`src/rtl/pwm_audio_out.sv`:
```
// pwm_audio_out: audio output stage for the piano mixer.
// Takes 8-bit samples over a valid/ready handshake, holds one sample and
// plays it for a full 256-cycle PWM period. A mute request ramps the duty
// to midscale one step per period so that muting does not click.
module pwm_audio_out #(
  parameter int unsigned RAMP_STEP = 4,
  parameter int unsigned MIDSCALE  = 128
) (
  input  logic       clk,
  input  logic       rst,
  input  logic [7:0] sample,
  input  logic       sample_valid,
  output logic       sample_ready,
  input  logic       mute,
  output logic       pwm_out,
  output logic       period_tick,
  output logic       underrun
);

  localparam logic [7:0] MID   = 8'(MIDSCALE);
  localparam logic [8:0] MID9  = {1'b0, MID};
  localparam logic [8:0] STEP9 = 9'(RAMP_STEP);

  typedef enum logic [1:0] {
    IDLE  = 2'd0,
    PLAY  = 2'd1,
    RAMP  = 2'd2,
    MUTED = 2'd3
  } state_t;

  state_t     state;
  state_t     state_next;
  logic [7:0] cnt;
  logic [7:0] duty;
  logic [7:0] duty_next;
  logic [7:0] hold;
  logic       hold_full;
  logic       boundary;
  logic       accept;
  logic       consume;
  logic       underrun_next;

  // Distance between a duty value and midscale; 9-bit so it never wraps.
  function automatic logic [8:0] mid_distance(input logic [7:0] d);
    logic [8:0] d9;
    d9 = {1'b0, d};
    if (d9 >= MID9) begin
      return d9 - MID9;
    end else begin
      return MID9 - d9;
    end
  endfunction

  // One ramp step toward midscale, landing exactly on midscale when close.
  function automatic logic [7:0] ramp_toward(input logic [7:0] d);
    logic [8:0] d9;
    d9 = {1'b0, d};
    if (mid_distance(d) <= STEP9) begin
      return MID;
    end else if (d9 > MID9) begin
      return 8'(d9 - STEP9);
    end else begin
      return 8'(d9 + STEP9);
    end
  endfunction

  assign boundary     = (cnt == 8'd255);
  assign sample_ready = !hold_full;
  assign accept       = sample_valid && !hold_full;

  // Free-running period counter, wraps 255 -> 0.
  always_ff @(posedge clk or posedge rst) begin
    if (rst) begin
      cnt <= 8'd0;
    end else begin
      cnt <= cnt + 8'd1;
    end
  end

  // Holding register: filled on handshake, emptied by a boundary consume.
  always_ff @(posedge clk or posedge rst) begin
    if (rst) begin
      hold      <= 8'd0;
      hold_full <= 1'b0;
    end else if (consume) begin
      hold_full <= 1'b0;
    end else if (accept) begin
      hold      <= sample;
      hold_full <= 1'b1;
    end else begin
      hold_full <= hold_full;
    end
  end

  // FSM state and duty register; both only move on boundary cycles.
  always_ff @(posedge clk or posedge rst) begin
    if (rst) begin
      state <= IDLE;
      duty  <= MID;
    end else begin
      state <= state_next;
      duty  <= duty_next;
    end
  end

  // Next-state, next-duty, consume and underrun decisions at the boundary.
  always_comb begin
    state_next    = state;
    duty_next     = duty;
    consume       = 1'b0;
    underrun_next = 1'b0;
    if (boundary) begin
      case (state)
        IDLE: begin
          duty_next = MID;
          if (hold_full) begin
            consume = 1'b1;
            if (mute) begin
              state_next = MUTED;
            end else begin
              duty_next  = hold;
              state_next = PLAY;
            end
          end else begin
            state_next = IDLE;
          end
        end
        PLAY: begin
          if (mute) begin
            consume    = hold_full;
            duty_next  = ramp_toward(duty);
            state_next = RAMP;
          end else if (hold_full) begin
            consume   = 1'b1;
            duty_next = hold;
          end else begin
            underrun_next = 1'b1;
          end
        end
        RAMP: begin
          consume = hold_full;
          if (!mute) begin
            state_next = PLAY;
            if (hold_full) begin
              duty_next = hold;
            end else begin
              duty_next = duty;
            end
          end else if (mid_distance(duty) <= STEP9) begin
            duty_next  = MID;
            state_next = MUTED;
          end else begin
            duty_next = ramp_toward(duty);
          end
        end
        MUTED: begin
          duty_next = MID;
          consume   = hold_full;
          if (!mute) begin
            state_next = IDLE;
          end else begin
            state_next = MUTED;
          end
        end
        default: begin
          duty_next  = MID;
          state_next = IDLE;
        end
      endcase
    end else begin
      state_next = state;
    end
  end

  // Registered pin and status pulses; the pin lags the counter by one cycle.
  always_ff @(posedge clk or posedge rst) begin
    if (rst) begin
      pwm_out     <= 1'b0;
      period_tick <= 1'b0;
      underrun    <= 1'b0;
    end else begin
      pwm_out     <= (cnt < duty);
      period_tick <= boundary;
      underrun    <= underrun_next;
    end
  end

endmodule

```
`config.mk`:
```
export PLATFORM = sky130hd
export DESIGN_NAME = pwm_audio_out
export DESIGN_NICKNAME = d
export VERILOG_FILES = /design/src/rtl/pwm_audio_out.sv
export SDC_FILE = /design/constraint.sdc
export NUM_CORES = 1
export LEC_CHECK = 0
export ABC_AREA = 1
export BUFFER_PORTS_ARGS = -buffer_cell sky130_fd_sc_hd__buf_4
export CORE_MARGIN = 2
export CORE_UTILIZATION = 30
export CTS_CLUSTER_SIZE = 8
export DETAILED_ROUTE_END_ITERATION = 16
export PLACE_DENSITY_LB_ADDON = 0.3
export RECOVER_POWER = 50
export SLEW_MARGIN = 20
export SYNTH_ARGS = -nofsm -noshare
export SYNTH_HDL_FRONTEND = slang
export SYNTH_SLANG_ARGS = --single-unit
```
`constraint.sdc`:
```
create_clock -name clk -period 1.85 [get_ports clk]
set_input_delay 0.2775 -clock clk [delete_from_list [all_inputs] [get_ports clk]]
set_output_delay 0.2775 -clock clk [all_outputs]
set_load 0.1 [all_outputs]
```
[After elaboration in Yosys (flattened, before gate mapping)]
Cells that the tools add are included.
Storage, ports and cells
  bits of input ports: 12
  register bits: 30
  logic and storage cells: 70
  output and inout port bits: 4
Cells by class
  reduce and logical (&&, ||, !) cells: 7
  bitwise operators: 1
  multiplexer cells: 37
  equality and inequality tests: 6
  add/subtract/negate cells: 5
  $lt $le $gt $ge: 6
Operator list (number)
  9-bit two-way mux: 10
  8-bit two-way mux: 9
  8-bit one-hot mux with 4 select lines: 1
  9-bit by 3-bit <= comparator with 1-bit output, second input constant: 3
  2-bit two-way mux: 6
  1-bit two-way mux: 9
  8-bit by 8-bit subtractor with 9-bit output, first input constant: 1
  8-bit by 8-bit subtractor with 9-bit output, second input constant: 1
  8-bit by 1-bit adder with 8-bit output, second input constant: 1
  8-bit by 3-bit adder with 8-bit output, second input constant: 1
  8-bit equality test, second input constant: 1
  8-bit greater-or-equal comparator, second input constant: 1
  8-bit > comparator, second input constant: 1
  8-bit less-than comparator: 1
  2-bit one-hot mux with 4 select lines: 1
  8-bit by 3-bit subtractor with 8-bit output, second input constant: 1
  2-bit equality test, second input constant: 2
  3-bit != test, second input constant: 1
  1-bit one-hot mux with 3 select lines: 1
  3-bit AND reduction: 1
  2-bit by 1-bit equality test with 1-bit output, second input constant: 1
  2-bit zero test: 1
  2-bit != test, second input constant: 1
  2-bit AND reduction: 1
  other kinds (5): 5

[Longest topological paths before layout]
Gate-level depths: netlist of the first run.
  depth in word-level cells: 15
  mapped depth: 13
  gate-level depth less buffers: 13

[Worst setup path before layout of the first run]
No wires, ideal clock.
  kind: flip-flop to flip-flop
  start point: register duty[7]
  end point: register duty[7]
  setup time: 0.079 ns
  setup slack: -0.173 ns
  arrival time: 1.944 ns
  path buffers: 0
  stages on the path, launching flop included: 12
  cells stage by stage: dfstp_2 > clkinv_1 > nor2_1 > ha_1 > a21oi_1 > nand2_1 > a21oi_1 > nor2_1 > o21ai_0 > nand2_1 > nand2_1 > a21oi_1
On the way
  longest elaborated chain between the ends: 11
  elaborated cells between the ends (all ways): 27
  classes of those cells: add/sub: 4; order compare: 5; mux: 18
RTL lines
  from (decl): RTL line 34  | logic [7:0] duty;
  from (signal assigned): RTL line 102  | duty <= duty_next;
  8-bit by 8-bit subtractor with 9-bit output, or another cell as far along: RTL line 50  | return MID9 - d9;
  9-bit two-way mux: RTL line 47  | if (d9 >= MID9) begin
  9-bit two-way mux: RTL line 149  | end else if (mid_distance(duty) <= STEP9) begin
  9-bit two-way mux: RTL line 142  | if (!mute) begin
  9-bit two-way mux: RTL line 113  | case (state)
  9-bit two-way mux: RTL line 112  | if (boundary) begin
  9-bit by 3-bit <= comparator with 1-bit output: RTL line 58  | if (mid_distance(d) <= STEP9) begin
  8-bit two-way mux: RTL line 58
  8-bit two-way mux: RTL line 149
  8-bit two-way mux: RTL line 142
  8-bit one-hot mux with 4 select lines *: RTL line 113
Mark *: on every way between the ends. The rest lies on a longest branch, timed or not. The select of a mux whose other input is x is not followed.
A chain may end at the register's enable or synchronous reset.

[Worst setup path in the final report of the first run]
  start point: register duty[0]
  end point: register duty[6]
The elaborated chain is that of the path after synthesis.

==> summary.md, run 1 <==
Global route
- M1 GR Usage: 0.194
- vias in the first global route: 1578
- Overflow after GRT: 0
- antenna violations before repair: 0
- gr busiest metal: met2
- GRT Resource Usage Total: 0.150
- met2 global-route usage: 0.247
- largest net degree at the start of global routing: 19
- wire length of the first global-routing pass: 7710 microns
- fraction of met3 tracks used by global routing: 0.0293

Finish
- total area of multi-input combinational cells: 0.00111 sq mm
- diodes inserted: 0
- layout net count: 292
- register area: 757 sq um
- Fill cells: 615
- layout cell share with drive strength beyond 1: 0.325
- area grow syn2layout: 31.2%

Clock network
- TritonCTS clock tree: yes
- clock tree buffer depth: 2
- # clock sinks: 30
- cts hold-fix bufs: 0
- H-tree depth reported by CTS: 2
- clk slew on worst S/H paths: 60 ps
- clock root buffer: sky130_fd_sc_hd__clkbuf_8
- clock latency reported for the late side of the worst-skew pair: 280 ps
- total CTS buffers: 5

Status
- failing checks: setup timing
- result of the run: finished, violations left

Synthesis
- count of state elements after synthesis: 30
- portion of the post-synthesis area used by sequential elements: 0.405
- syn_nets: 251
- number of instances in the synthesized netlist: 226
- post-synthesis area per instance: 8.21 sq um
- area of the mapped netlist: 0.00186 sq mm
- number of different library cells in the post-synthesis netlist: 28
- total of warnings raised by yosys: 0

STA
- Final Worst Setup Slack: -122 ps
- Worst Max-Slew Pin Slew: 977 ps
- Setup-failing EPs final: 4
- count of pins over their slew limit: 0
- worst hold slack: 22.8 ps
- hold violation count in the final report: 0
- unrepaired setup endpoints after global routing: yes
- Clock Skew: 1.86 ps
- Fmax achieved: 507 MHz
- Max-Slew Margin vs Limit: 0.348
- post-route minimum period: 1970 ps
- Post-Route Setup TNS: -337 ps
- crit share post-route: 1.07

Die
- floorplan core area: 0.00596 sq mm
- number of top-level pins: 16
- Core Rows: 28
- chip width: 82.6 microns
- Die Span Y: 82.6 microns
- starting density of the core: 0.312
- area enclosed by the die boundary: 0.00683 sq mm

Worst setup path
- Critical R2R Capture: duty[6]
- CP Data Required Time: 2060 ps
- cell depth of the worst flop-to-flop path: 12
- kind of start point of the critical path: flip-flop
- largest fanout on the critical path: 5
- number of buffer and inverter stages on the critical path: 0
- crit-path max cell delay: 390 ps
- Register-to-Register Setup Slack: -120 ps
- cell class contributing the biggest share of worst-path delay: simple AND/OR/NAND/NOR gates
- cell chain of the critical path: nor2_2, nand3_2, nor2_4, nor2_4, fa_2, nand3_2, nand2_2, xor2_1, nand3_1, nand2_1, nand2_1, a21oi_2
- reg2reg start: duty[0]
- critical path class: flip-flop to flip-flop
- data arrival time at the worst-slack endpoint: 2180 ps
- endpoint kind of the worst setup timing path: flip-flop
- worst-path cell with the longest stage delay: sky130_fd_sc_hd__dfrtp_1

Flow run
- max-capacitance violation count: 0

Detailed routing
- antenna viol nets, final: 0
- number of optimization iterations in the first detailed-route pass: 4
- number of remaining DRC errors: 0
- post-DR vias/cell: 4.78
- wire per inst: 12.9 microns
- wire length after detailed routing: 4430 microns
- DRC marker count from the first detailed-route iteration: 75
- vias after detailed routing: 1640

Placement
- sum of net half-perimeters after detailed placement: 3200 microns
- count of buffers from port buffering: 15
- final weighted congestion of routability-driven global placement: 0.826

Power
- leakage power figure: 0.00118 uW
- Cell Pwr Density: 551 mW/mm^2
- IR Drop Worst-Case VDD: 363 uV

Hold path
- class of the tightest hold or removal check: primary input to asynchronous set/reset pin

[metrics by stage]
stage | instances | power [uW] | utilization | setup WS [ps] | area, sq um
after floorplan | 226 | 702 | - | -8.02 | 1910
after global routing | 343 | 1400 | 0.409 | -243 | 2430
final | 343 | 1340 | 0.409 | -122 | 2430
after CTS | 339 | 1370 | 0.399 | -85.0 | 2370
after detailed placement | 328 | 736 | 0.375 | -118 | 2230
after global placement | 328 | 735 | 0.375 | -112 | 2230
[cell usage after synthesis]
master	n	share of area
sky130_fd_sc_hd__nand3_4	1	0.0094
sky130_fd_sc_hd__nor2_4	1	0.0061
sky130_fd_sc_hd__fa_1	1	0.011
sky130_fd_sc_hd__o211ai_1	3	0.012
sky130_fd_sc_hd__nor2_2	5	0.017
sky130_fd_sc_hd__ha_1	12	0.081
sky130_fd_sc_hd__nand4_1	1	0.0034
sky130_fd_sc_hd__xor2_1	8	0.038
sky130_fd_sc_hd__xnor2_1	1	0.0047
sky130_fd_sc_hd__buf_2	3	0.0081
sky130_fd_sc_hd__dfstp_2	1	0.014
sky130_fd_sc_hd__mux2_2	6	0.036
sky130_fd_sc_hd__clkinv_1	1	0.0020
sky130_fd_sc_hd__nand2_1	39	0.079
sky130_fd_sc_hd__nor3_2	1	0.0054
sky130_fd_sc_hd__a21oi_2	1	0.0047
sky130_fd_sc_hd__a21boi_0	1	0.0040
sky130_fd_sc_hd__o21ai_0	7	0.019
sky130_fd_sc_hd__nor2_1	28	0.057
sky130_fd_sc_hd__inv_2	1	0.0020
sky130_fd_sc_hd__inv_1	22	0.045
sky130_fd_sc_hd__a21oi_1	29	0.078
sky130_fd_sc_hd__o21ai_1	3	0.0081
sky130_fd_sc_hd__a211oi_1	1	0.0040
sky130_fd_sc_hd__nand3_1	14	0.038
sky130_fd_sc_hd__nand2_2	2	0.0067
sky130_fd_sc_hd__a22oi_1	4	0.016
sky130_fd_sc_hd__dfrtp_1	29	0.39
[how the worst max path moves through the flow]
stage	startpoint	end	slack, ps	cells after the start
global placement	duty[5]	duty[6]	-110	12
finish	duty[0]	duty[6]	-120	12
detailed placement	duty[0]	duty[6]	-120	12
global route	duty[0]	duty[6]	-240	12
CTS	duty[5]	duty[6]	-80	12
floorplan	duty[3]	duty[6]	-8	12
[state kept, by name, indices dropped and copies added, names as in the netlist]
signal       flops
hold_full        1
hold             8
underrun         1
duty             8
pwm_out          1
cnt              8
period_tick      1
state            2
[power by group]
group          internal [uW]  leakage, uW  switching, uW
Sequential               657     0.000371           1.82
Combinational           23.4     0.000756           36.2
Clock                    375    0.0000575            248
Total                   1060      0.00118            286
[worst reg2reg max path: cells and delay by family, from the launching register on]
| kind | cells | cell delay [ps] |
|---|---|---|
| AOI/OAI and AO/OA | 1 | 130 |
| adders and majority gates | 1 | 360 |
| xor gates and xnor gates | 1 | 180 |
| and+or+nand+nor | 9 | 850 |
| DFF | 1 | 390 |
[layout make-up]
| class | instances | share of cell area |
|---|---|---|
| flip-flops and latches | 30 | 0.311 |
| inverters | 24 | 0.0375 |
| repair buffers | 36 | 0.110 |
| well taps | 75 | 0.0386 |
| clock buffers | 8 | 0.0452 |
| multi-input cells | 170 | 0.458 |
[placed cells by master (no fill, tap or decap), types with 8 or more instances in the layout]
| cell | instances |
|---|---|
| sky130_fd_sc_hd__nand2_1 | 36 |
| sky130_fd_sc_hd__buf_4 | 34 |
| sky130_fd_sc_hd__a21oi_1 | 22 |
| sky130_fd_sc_hd__nand3_1 | 12 |
| sky130_fd_sc_hd__inv_1 | 22 |
| sky130_fd_sc_hd__nor2_1 | 25 |
| sky130_fd_sc_hd__xor2_1 | 8 |
| sky130_fd_sc_hd__ha_1 | 9 |
| sky130_fd_sc_hd__dfrtp_1 | 25 |
| sky130_fd_sc_hd__a21oi_2 | 8 |
| sky130_fd_sc_hd__clkbuf_8 | 8 |
[repair_timing]
action | 4_1_cts | 5_1_grt
setup buffers | 3 | 3
resized for setup | 4 | 10
setup endpoints to repair | 5 | 7
cloned | 0 | 1
pin swaps | 5 | 7
[cell families (layout without fill, tap and decap cells)]
| group | count (synthesis) | in the layout | synth area share |
|---|---|---|---|
| flip-flops | 30 | 30 | 0.405 |
| buffers and inverters | 27 | 68 | 0.0566 |
| XOR/XNOR | 9 | 9 | 0.0425 |
| multiplexers | 6 | 6 | 0.0364 |
| AO/OA/AOI/OAI | 49 | 49 | 0.146 |
| AND/OR/NAND/NOR | 92 | 93 | 0.221 |
| adder cells (fa/ha/maj) | 13 | 13 | 0.0917 |
[routing by layer]
layer / vias up / routed length, microns
met5: - / 0
met4: 0 / 82
met3: 8 / 130
met2: 29 / 2100
met1: 768 / 2120
li1: 835 / -
No activity file was read; power rests on OpenSTA's default activity.
==> run 2: changes to the inputs <==
- TNS_END_PERCENT: default -> 50
==> run 2 against run 1 <==
The run still ends with setup timing left. Core utilization down 0.67 points. Critical endpoint unchanged. Worst hold slack better by 200 ps. Via count down 2.1%. Critical path depth unchanged. Highest routed layer unchanged. Combinational power up 2%. Largest cell class unchanged.
==> summary.md, run 2 (synthesis gave the netlist of run 1 again) <==
Flow run
- max-capacitance violation count: 0, unchanged

Power
- leakage power figure: 0.00117 uW, was 0.00118 uW
- Internal Power: 981 uW, was 1060 uW
- sequential cell fraction of total power: 0.520, was 0.491
- part of the power in the clock network: 0.432, was 0.465
- IR Drop Worst-Case VDD: 387 uV, was 363 uV
- final total power: 1270 uW, was 1340 uW
- Cell Pwr Density: 530 mW/mm^2, was 551 mW/mm^2
- power spent charging and discharging nets: 287 uW, was 286 uW
- switching fraction of total power: 0.226, was 0.213
- combinational group share of total power: 0.048, was 0.044

Clock network
- TritonCTS clock tree: yes, unchanged
- cts hold-fix bufs: 0, unchanged
- # clock sinks: 30, unchanged
- clk slew on worst S/H paths: 60 ps, about the same
- clock tree buffer depth: 2, unchanged
- total CTS buffers: 5, unchanged
- H-tree depth reported by CTS: 2, unchanged
- clock latency reported for the late side of the worst-skew pair: 280 ps, about the same
- clock root buffer: sky130_fd_sc_hd__clkbuf_8, unchanged

Worst setup path
- cell class contributing the biggest share of worst-path delay: simple AND/OR/NAND/NOR gates, unchanged
- number of buffer and inverter stages on the critical path: 0, unchanged
- worst-path cell with the longest stage delay: sky130_fd_sc_hd__dfrtp_2, was sky130_fd_sc_hd__dfrtp_1
- endpoint kind of the worst setup timing path: flip-flop, unchanged
- CP Data Required Time: 2060 ps, about the same
- critical path class: flip-flop to flip-flop, unchanged
- crit-path max cell delay: 420 ps, was 390 ps
- cell chain of the critical path: nor2_4, nand3_2, nor2_4, nor2_4, fa_2, nand3_1, nand2_1, xor2_1, nand3_1, nand2_1, nand2_1, a21oi_2, was nor2_2, nand3_2, nor2_4, nor2_4, fa_2, nand3_2, nand2_2, xor2_1, nand3_1, nand2_1, nand2_1, a21oi_2
- largest fanout on the critical path: 5, unchanged
- kind of start point of the critical path: flip-flop, unchanged
- data arrival time at the worst-slack endpoint: 2180 ps, about the same

Finish
- largest registers: cnt: 8 flops, duty: 8 flops, hold: 8 flops, unchanged
- commonest non-fill, non-tap cells in the layout: sky130_fd_sc_hd__nand2_1, sky130_fd_sc_hd__buf_4, sky130_fd_sc_hd__nor2_1, sky130_fd_sc_hd__dfrtp_1, sky130_fd_sc_hd__inv_1, was sky130_fd_sc_hd__nand2_1, sky130_fd_sc_hd__buf_4, sky130_fd_sc_hd__nor2_1, sky130_fd_sc_hd__dfrtp_1
- finished layout cell area: 0.00239 sq mm, was 0.00243 sq mm
- area grow syn2layout: 29.0%, was 31.2%
- layout net count: 290, was 292
- most common library cell in the layout ignoring fill and taps: sky130_fd_sc_hd__nand2_1, unchanged
- final design utilization: 0.402, was 0.409
- layout cell share with drive strength beyond 1: 0.305, was 0.325
- diodes inserted: 0, unchanged

STA
- Worst Max-Slew Pin Slew: 967 ps, was 977 ps
- post-route minimum period: 1970 ps, about the same
- worst hold slack: 218 ps, was 22.8 ps
- unrepaired setup endpoints after global routing: yes, unchanged
- count of pins over their slew limit: 0, unchanged
- Final Worst Setup Slack: -118 ps, was -122 ps
- Clock Skew: 5.51 ps, was 1.86 ps
- Post-Route Setup TNS: -230 ps, was -337 ps
- Max-Slew Margin vs Limit: 0.355, was 0.348
- Fmax achieved: 508 MHz, was 507 MHz
- crit share post-route: 1.06, was 1.07
- Setup-failing EPs final: 3, was 4
- hold violation count in the final report: 0, unchanged

Detailed routing
- post-DR vias/cell: 4.71, was 4.78
- antenna viol nets, final: 0, unchanged
- wire per inst: 12.8 microns, was 12.9 microns
- number of remaining DRC errors: 0, unchanged
- DRC marker count from the first detailed-route iteration: 66, was 75
- wire length after detailed routing: 4350 microns, was 4430 microns
- vias after detailed routing: 1605, was 1640
- number of optimization iterations in the first detailed-route pass: 4, unchanged

Die
- starting density of the core: 0.312, unchanged
- chip width: 82.6 microns, unchanged
- floorplan core area: 0.00596 sq mm, unchanged
- area enclosed by the die boundary: 0.00683 sq mm, unchanged
- Die Span Y: 82.6 microns, unchanged
- number of top-level pins: 16, unchanged
- Core Rows: 28, unchanged

Hold path
- class of the tightest hold or removal check: primary input to asynchronous set/reset pin, unchanged

Global route
- largest net degree at the start of global routing: 17, was 19
- wire length of the first global-routing pass: 7400 microns, was 7710 microns
- GRT Resource Usage Total: 0.143, was 0.150
- Overflow after GRT: 0, unchanged
- vias in the first global route: 1531, was 1578
- antenna violations before repair: 0, unchanged

Placement
- final weighted congestion of routability-driven global placement: 0.782, was 0.826
- sum of net half-perimeters after detailed placement: 3170 microns, was 3200 microns
- cell area after placement: 0.00221 sq mm, was 0.00223 sq mm
- count of buffers from port buffering: 15, unchanged

Status
- result of the run: finished, violations left, unchanged
- failing checks: setup timing, unchanged

run 2: changes by cell type in the layout (fill, tap and decap cells not counted), moves of 2 or more:
cell	before	now
sky130_fd_sc_hd__clkbuf_1	1	3
sky130_fd_sc_hd__nand2_2	5	3
sky130_fd_sc_hd__nand2_1	36	38
sky130_fd_sc_hd__buf_4	34	32
sky130_fd_sc_hd__clkbuf_8	8	6
run 2: worst min-delay path, stage by stage:
cell and delay [ps]:
sky130_fd_sc_hd__clkbuf_4 110, sky130_fd_sc_hd__inv_1 60, sky130_fd_sc_hd__clkbuf_1 570
run 2: power groups by stage:
stage                     clock (uW)  combinational, uW  sequential, uW
after floorplan                    0               31.0             671
after global placement             0               63.1             671
after detailed placement           0               63.2             671
after CTS                        575               63.6             658
after global routing             594               69.5             658
final                            548               60.6             659
run 2: path summary, 6_finish.rpt:
check	startpoint	to	slack (ps)	depth (start not counted)
max	duty[3]	duty[6]	-120	12
min	rst	hold[4]	220	3
max reg2reg	duty[3]	duty[6]	-120	12
min reg2reg	cnt[0]	cnt[0]	480	1
max in group asynchronous	rst	duty[5]	890	3
min in group clk	sample[4]	hold[4]	220	2
run 2: what timing repair did:
action | CTS | global route
setup endpoints to repair | 5 | 7
buffers inserted | 3 | 2
pin swaps | 5 | 7
resized for setup | 9 | 6
hold endpoints to repair | 0 | 0
run 2: cell type report:
cell class / instances / area (sq um)
fillers: 614 / 3560
multi-input cells: 169 / 1100
flip-flops and latches: 30 / 757
repair buffers: 35 / 255
well taps: 75 / 93.8
inverters: 24 / 91.3
clock buffers: 7 / 86.3
clock inverters: 1 / 5.00
run 2: metrics by stage:
step	instances	setup slack [ps]
detailed placement	328	-124
CTS	339	-97.8
floorplan	226	-11.5
global route	341	-259
finish	341	-118
global placement	328	-102
run 2: metal layers:
metal / wire [microns] / track usage / part of all wire
met2: 2120 / 0.240 / 0.49
met5: 0 / 0 / 0
met4: 53 / 0.0492 / 0.012
met1: 2030 / 0.182 / 0.47
met3: 150 / 0.0304 / 0.034
